==> src/rtl/seg_pkg.sv <==
// Shared constants and glyph lookup for the 7-segment scan controller.
package seg_pkg;

    localparam logic [7:0] SEG_BLANK = 8'h00;
    localparam logic [7:0] SEG_P     = 8'h73;
    localparam logic [7:0] SEG_D     = 8'h5E;

    localparam logic [2:0] DIGIT_P_ONES = 3'd0;
    localparam logic [2:0] DIGIT_P_TENS = 3'd1;
    localparam logic [2:0] DIGIT_GAP_0  = 3'd2;
    localparam logic [2:0] DIGIT_P_CHAR = 3'd3;
    localparam logic [2:0] DIGIT_D_CHAR = 3'd4;
    localparam logic [2:0] DIGIT_GAP_1  = 3'd5;
    localparam logic [2:0] DIGIT_D_ONES = 3'd6;
    localparam logic [2:0] DIGIT_D_TENS = 3'd7;

    // Segments {dp,g,f,e,d,c,b,a}, active-high; dp never lit.
    function automatic logic [7:0] seg_glyph(input logic [3:0] i_digit);
        logic [7:0] r_glyph;
        case (i_digit)
            4'd0:    r_glyph = 8'h3F;
            4'd1:    r_glyph = 8'h06;
            4'd2:    r_glyph = 8'h5B;
            4'd3:    r_glyph = 8'h4F;
            4'd4:    r_glyph = 8'h66;
            4'd5:    r_glyph = 8'h6D;
            4'd6:    r_glyph = 8'h7D;
            4'd7:    r_glyph = 8'h07;
            4'd8:    r_glyph = 8'h7F;
            4'd9:    r_glyph = 8'h6F;
            default: r_glyph = SEG_BLANK;
        endcase
        return r_glyph;
    endfunction

endpackage

==> src/rtl/bin5_to_bcd.sv <==
// Combinational 5-bit binary (0..31) to two-digit BCD.
module bin5_to_bcd (
    input  logic [4:0] i_value,
    output logic [1:0] o_tens,
    output logic [3:0] o_ones
);

    logic [4:0] w_rem;

    always_comb begin
        o_tens = 2'd0;
        w_rem  = i_value;
        if (i_value >= 5'd30) begin
            o_tens = 2'd3;
            w_rem  = i_value - 5'd30;
        end else if (i_value >= 5'd20) begin
            o_tens = 2'd2;
            w_rem  = i_value - 5'd20;
        end else if (i_value >= 5'd10) begin
            o_tens = 2'd1;
            w_rem  = i_value - 5'd10;
        end
        o_ones = w_rem[3:0];
    end

endmodule

==> src/rtl/seg_scan_ctrl.sv <==
// 8-digit multiplexed 7-segment scan controller: player/dealer scores with
// leading-zero blanking and bust blinking, stepped by the divider scan clock.
module seg_scan_ctrl
    import seg_pkg::*;
#(
    parameter int unsigned NUM_DIGITS   = 8,
    parameter int unsigned BLINK_FRAMES = 63
) (
    input  logic       clk,
    input  logic       rst,
    input  logic       i_div_clk,
    input  logic [4:0] i_player_score,
    input  logic [4:0] i_dealer_score,
    input  logic       i_player_bust,
    input  logic       i_dealer_bust,
    output logic [7:0] o_seg_data,
    output logic [7:0] o_seg_com,
    output logic       o_frame_start
);

    localparam logic [2:0] LAST_INDEX = 3'(NUM_DIGITS - 1);
    localparam logic [5:0] BLINK_LAST = 6'(BLINK_FRAMES - 1);

    logic       r_div_d;
    logic [2:0] r_index;
    logic       r_show;
    logic [7:0] r_seg_data;
    logic [7:0] r_seg_com;
    logic       r_frame_start;
    logic [4:0] r_player;
    logic [4:0] r_dealer;
    logic       r_player_bust;
    logic       r_dealer_bust;
    logic [5:0] r_blink_cnt;
    logic       r_blink;

    logic       w_tick;
    logic       w_frame;
    logic [1:0] w_p_tens;
    logic [3:0] w_p_ones;
    logic [1:0] w_d_tens;
    logic [3:0] w_d_ones;
    logic       w_p_blank;
    logic       w_d_blank;
    logic [7:0] w_pattern;

    assign w_tick  = i_div_clk & ~r_div_d;
    assign w_frame = w_tick && (r_index == LAST_INDEX);

    bin5_to_bcd u_player_bcd (
        .i_value (r_player),
        .o_tens  (w_p_tens),
        .o_ones  (w_p_ones)
    );

    bin5_to_bcd u_dealer_bcd (
        .i_value (r_dealer),
        .o_tens  (w_d_tens),
        .o_ones  (w_d_ones)
    );

    assign w_p_blank = r_player_bust & r_blink;
    assign w_d_blank = r_dealer_bust & r_blink;

    always_comb begin
        w_pattern = SEG_BLANK;
        case (r_index)
            DIGIT_P_ONES: w_pattern = w_p_blank ? SEG_BLANK : seg_glyph(w_p_ones);
            DIGIT_P_TENS: w_pattern = (w_p_blank || w_p_tens == 2'd0) ? SEG_BLANK
                                                                      : seg_glyph({2'b00, w_p_tens});
            DIGIT_P_CHAR: w_pattern = SEG_P;
            DIGIT_D_CHAR: w_pattern = SEG_D;
            DIGIT_D_ONES: w_pattern = w_d_blank ? SEG_BLANK : seg_glyph(w_d_ones);
            DIGIT_D_TENS: w_pattern = (w_d_blank || w_d_tens == 2'd0) ? SEG_BLANK
                                                                      : seg_glyph({2'b00, w_d_tens});
            default:      w_pattern = SEG_BLANK;
        endcase
    end

    // Tick cycle blanks everything so the old digit never ghosts onto the new one.
    always_ff @(posedge clk or negedge rst) begin
        if (!rst) begin
            r_div_d       <= 1'b0;
            r_index       <= 3'd0;
            r_show        <= 1'b0;
            r_seg_data    <= SEG_BLANK;
            r_seg_com     <= 8'hFF;
            r_frame_start <= 1'b0;
        end else begin
            r_div_d       <= i_div_clk;
            r_frame_start <= w_frame;
            if (w_tick) begin
                r_seg_com  <= 8'hFF;
                r_seg_data <= SEG_BLANK;
                r_index    <= (r_index == LAST_INDEX) ? 3'd0 : r_index + 3'd1;
                r_show     <= 1'b1;
            end else if (r_show) begin
                r_seg_com  <= ~(8'd1 << r_index);
                r_seg_data <= w_pattern;
                r_show     <= 1'b0;
            end
        end
    end

    always_ff @(posedge clk or negedge rst) begin
        if (!rst) begin
            r_player      <= 5'd0;
            r_dealer      <= 5'd0;
            r_player_bust <= 1'b0;
            r_dealer_bust <= 1'b0;
            r_blink_cnt   <= 6'd0;
            r_blink       <= 1'b0;
        end else if (w_frame) begin
            r_player      <= i_player_score;
            r_dealer      <= i_dealer_score;
            r_player_bust <= i_player_bust;
            r_dealer_bust <= i_dealer_bust;
            if (r_blink_cnt == BLINK_LAST) begin
                r_blink_cnt <= 6'd0;
                r_blink     <= ~r_blink;
            end else begin
                r_blink_cnt <= r_blink_cnt + 6'd1;
            end
        end
    end

    assign o_seg_data    = r_seg_data;
    assign o_seg_com     = r_seg_com;
    assign o_frame_start = r_frame_start;

endmodule

==> config.mk <==
export PLATFORM = sky130hd
export DESIGN_NAME = seg_scan_ctrl
export DESIGN_NICKNAME = d
export VERILOG_FILES = /design/src/rtl/seg_pkg.sv /design/src/rtl/bin5_to_bcd.sv /design/src/rtl/seg_scan_ctrl.sv
export SDC_FILE = /design/constraint.sdc
export NUM_CORES = 1
export LEC_CHECK = 0
export ABC_AREA = 1
export BUFFER_PORTS_ARGS = -buffer_cell sky130_fd_sc_hd__buf_2
export CAP_MARGIN = 20
export CORE_ASPECT_RATIO = 0.9
export CORE_MARGIN = 4
export CORE_UTILIZATION = 59
export DETAILED_ROUTE_END_ITERATION = 10
export PLACE_DENSITY = 0.77
export RECOVER_POWER = 25
export SYNTH_ARGS = -nofsm -noshare
export SYNTH_HDL_FRONTEND = slang
export SYNTH_SLANG_ARGS = --single-unit
==> constraint.sdc <==
create_clock -name clk -period 2.75 [get_ports clk]
set_input_delay 0.55 -clock clk [delete_from_list [all_inputs] [get_ports clk]]
set_output_delay 0.55 -clock clk [all_outputs]
set_load 0.02 [all_outputs]
==> flow_summary.yaml <==
run_status:
  status: "finished with violations"
  violations: "max-capacitance violations, max-slew violations"
global_routing:
  grt_pass1_vias: 2111
  antenna_found_initial: 0
  grt.total_usage: 0.209
  grt_max_degree: 41
  grt_overflow: 0
  grt_pass1_wl_um: 9520
final_layout:
  final_cell_area_um2: 3050
  synthToLayoutAreaGrowth_pct: 12.0
  drive_above_1_share: 0.189
  fillCellCount: 364
  multi_input_area_um2: 1500
  final_nets: 430
  ff_latch_area_um2: 1010
  n_antenna_cell: 0
  stdcell_count: 453
place:
  port_buffers: 30
  dpl_cell_area_um2: 2920
  gp_congestion: 0.911
  pre_cts_slack_ns: 0.358
  dp_hpwl_um: 4150
  post-place-cells: 445
floorplanning:
  die_area_um2: 5760
  start_util: 0.610
  ios: 32
  die_w_um: 79.6
  die_height_um: 72.4
  core_um2: 4460
  rows: 23
drt:
  drtIter0Drc: 126
  drt.antenna.violating_nets: 0
  detail_route.wl_per_cell_um: 12.2
  firstDrtPassIters: 5
  wirelength_um: 5540
  via_per_inst: 5.13
  drc: 0
  vias: 2322
yosys:
  synth.avg_cell_area_um2: 7.62
  synth_top_area_frac: 0.294
  synth-seq-area-share: 0.372
  synth.cell_area_um2: 2720
  ys_top_cells_by_area: "dfrtp_1 29%, nand2_1 14%, ha_1 11%"
  synth_cell_types: 35
  async_flop_share: 1.00
  synth_top_area_cell: "dfrtp_1"
  syn-instance-count: 357
  syn_nets: 397
  ys_warn_count: 0
  synth_edf_count: 0
  ys_ff_latch: 40
  synth_ff_type: "dfrtp_1"
critical_path:
  start_kind: "register"
  max_stage_delay_ns: 0.45
  crit_slowest_cell: "dfrtp_1"
  crit_top_cell: "nand2_1"
  path_buf_inv: 3
  worst-path-max-fanout: 6
  crit_chain: "inv_1 > ha_1 > inv_1 > a21oi_1 > nand2_1 > nand2_1 > nand2_1 > nand2_4 > inv_2 > ha_1 > or2_0 > nand2_1 > nand3_1 > nand2_1 > nand2_1"
  critPathKind: "register to register"
  arrival_ns: 2.63
  path_delay_family: "simple AND/OR/NAND/NOR gates"
  required_ns: 2.93
  end_kind: "register"
clocking:
  cts.clk_slew.worst_paths_ns: 0.08
  clockBufferDepth: 2
  cts.repair.resized: 0
  cts_buffers: 5
  clock_sinks: 40
  clkLatencyLatePin_ns: 0.29
  ctsHoldBuffers: 0
  postCtsSetupRepairBufs: 0
  htreeDepth: 2
  cts_root_buf: "clkbuf_8"
  cts_tree: "built"
sta:
  worst_pin_slew_ns: 2.12
  drv_slew: 41
  skew_ns: 0.00467
  timing.final.ws_setup_ns: 0.305
  slew_headroom: -0.416
  period_minus_slack_ns: 2.45
  grt_setup_unrepaired: "no"
  setup_viol_count_final: 0
  setup_tns_ns: 0
  whs_ns: 0.372
  fmax_mhz: 409
  period_share: 0.889
  finalHoldViolCount: 0
pwr:
  power_frac_clock: 0.150
  p_seq_frac: 0.261
  p_leak_nw: 1.61
  p_int_mw: 1.92
  p_per_area_nw_per_um2: 1240
  pwr-share-comb: 0.588
  vdd_ir_drop_max_uv: 680
  switchingPower_mw: 1.85
  swShare: 0.491
job:
  maxCapViolations: 1
hold_path:
  min_path_type: "primary input to register"
## path summary, 6_finish.rpt
check / startpoint / end / slack [ns] / depth (start not counted)
setup / recovery: r_dealer[2]$_DFFE_PN0P_ / o_seg_data[1]$_DFFE_PN0P_ / 0.30 / 15
hold / removal: i_div_clk / r_div_d$_DFF_PN0_ / 0.37 / 1
setup reg to reg: r_dealer[2]$_DFFE_PN0P_ / o_seg_data[1]$_DFFE_PN0P_ / 0.30 / 15
hold reg to reg: r_blink_cnt[5]$_DFFE_PN0P_ / r_blink_cnt[5]$_DFFE_PN0P_ / 0.47 / 1
max in group asynchronous: rst / r_dealer[3]$_DFFE_PN0P_ / 0.67 / 1
min in group asynchronous: rst / o_seg_data[4]$_DFFE_PN0P_ / 0.87 / 1
## area by class of cell
class	count	share of cell area
sequential	40	0.332
clock buffer	6	0.0238
tap	62	0.0255
multi-input combinational	268	0.493
timing repair buffer	31	0.0514
inverter	44	0.0542
clock inverter	2	0.0197
## per-layer routing
metal	share of wire	global-route usage
met1	0.49	0.301
met2	0.44	0.306
met3	0.058	0.0447
met4	0.019	0.0859
met5	0	0
## synth_stat cells, types with 2 or more instances
| cell | number |
|---|---|
| o21ai_0 | 12 |
| nand3_2 | 2 |
| nor2_4 | 3 |
| nand2_1 | 105 |
| nand2_4 | 4 |
| dfstp_2 | 8 |
| nor2_1 | 25 |
| nand3_1 | 41 |
| a31oi_1 | 4 |
| ha_1 | 25 |
| inv_1 | 34 |
| xor2_1 | 3 |
| clkbuf_1 | 2 |
| a221oi_1 | 2 |
| nor2_2 | 3 |
| dfrtp_1 | 32 |
| o21ai_1 | 5 |
| nand2_2 | 3 |
| nand4_1 | 5 |
| a21oi_1 | 11 |
| buf_4 | 2 |
| inv_2 | 10 |
| nor3_1 | 4 |
## through the flow
stage	utilization	total power [mW]
floorplan	-	2.74
global placement	0.655	3.15
detailed placement	0.655	3.19
CTS	0.685	3.79
global route	0.683	4.18
finish	0.683	3.78
## power groups by stage
| stage | sequential [mW] | combinational, mW | clock (mW) |
|---|---|---|---|
| finish | 0.988 | 2.22 | 0.567 |
| global route | 1.02 | 2.56 | 0.607 |
| CTS | 0.985 | 2.22 | 0.583 |
| detailed placement | 0.994 | 2.19 | 0 |
| global placement | 0.983 | 2.17 | 0 |
| floorplan | 1.01 | 1.73 | 0 |
## worst register-to-register path, delay by kind of cell, from the launching register on
kind            cells  cell delay, ns
simple gates        9            0.94
flops               1            0.45
fa+ha+maj           2            0.50
compound gates      1            0.19
buf+inv             3            0.27
## flip-flops by register name, summed over array words and instances (netlist names), 3 cells and up
register / cells
r_dealer: 5
r_player: 5
r_blink_cnt: 6
o_seg_data: 7
o_seg_com: 8
r_index: 3
## cell usage in the layout (no fill, tap or decap), types with 2 or more instances in the layout
cell type,Yosys,final
nand2_1,105,105
nand3_1,41,41
inv_1,34,34
dfrtp_1,32,32
buf_2,0,29
nor2_1,25,26
ha_1,25,25
o21ai_0,12,12
a21oi_1,11,11
inv_2,10,10
dfstp_2,8,8
nand4_1,5,5
o21ai_1,5,5
clkbuf_8,0,5
nand2_4,4,4
nor3_1,4,4
a31oi_1,4,4
nand2_2,3,3
nor2_2,3,3
xor2_1,3,3
nor2_4,3,2
nand3_2,2,2
a221oi_1,2,2
bufinv_16,0,2
clkbuf_1,2,2
## kinds of logic after synthesis
group,synth area share
AO/OA/AOI/OAI,0.0860
adder cells (fa/ha/maj),0.115
flip-flops,0.372
buffers and inverters,0.0731
AND/OR/NAND/NOR,0.343
other,0.00138
XOR/XNOR,0.00966
No activity file was read; power rests on OpenSTA's default activity.
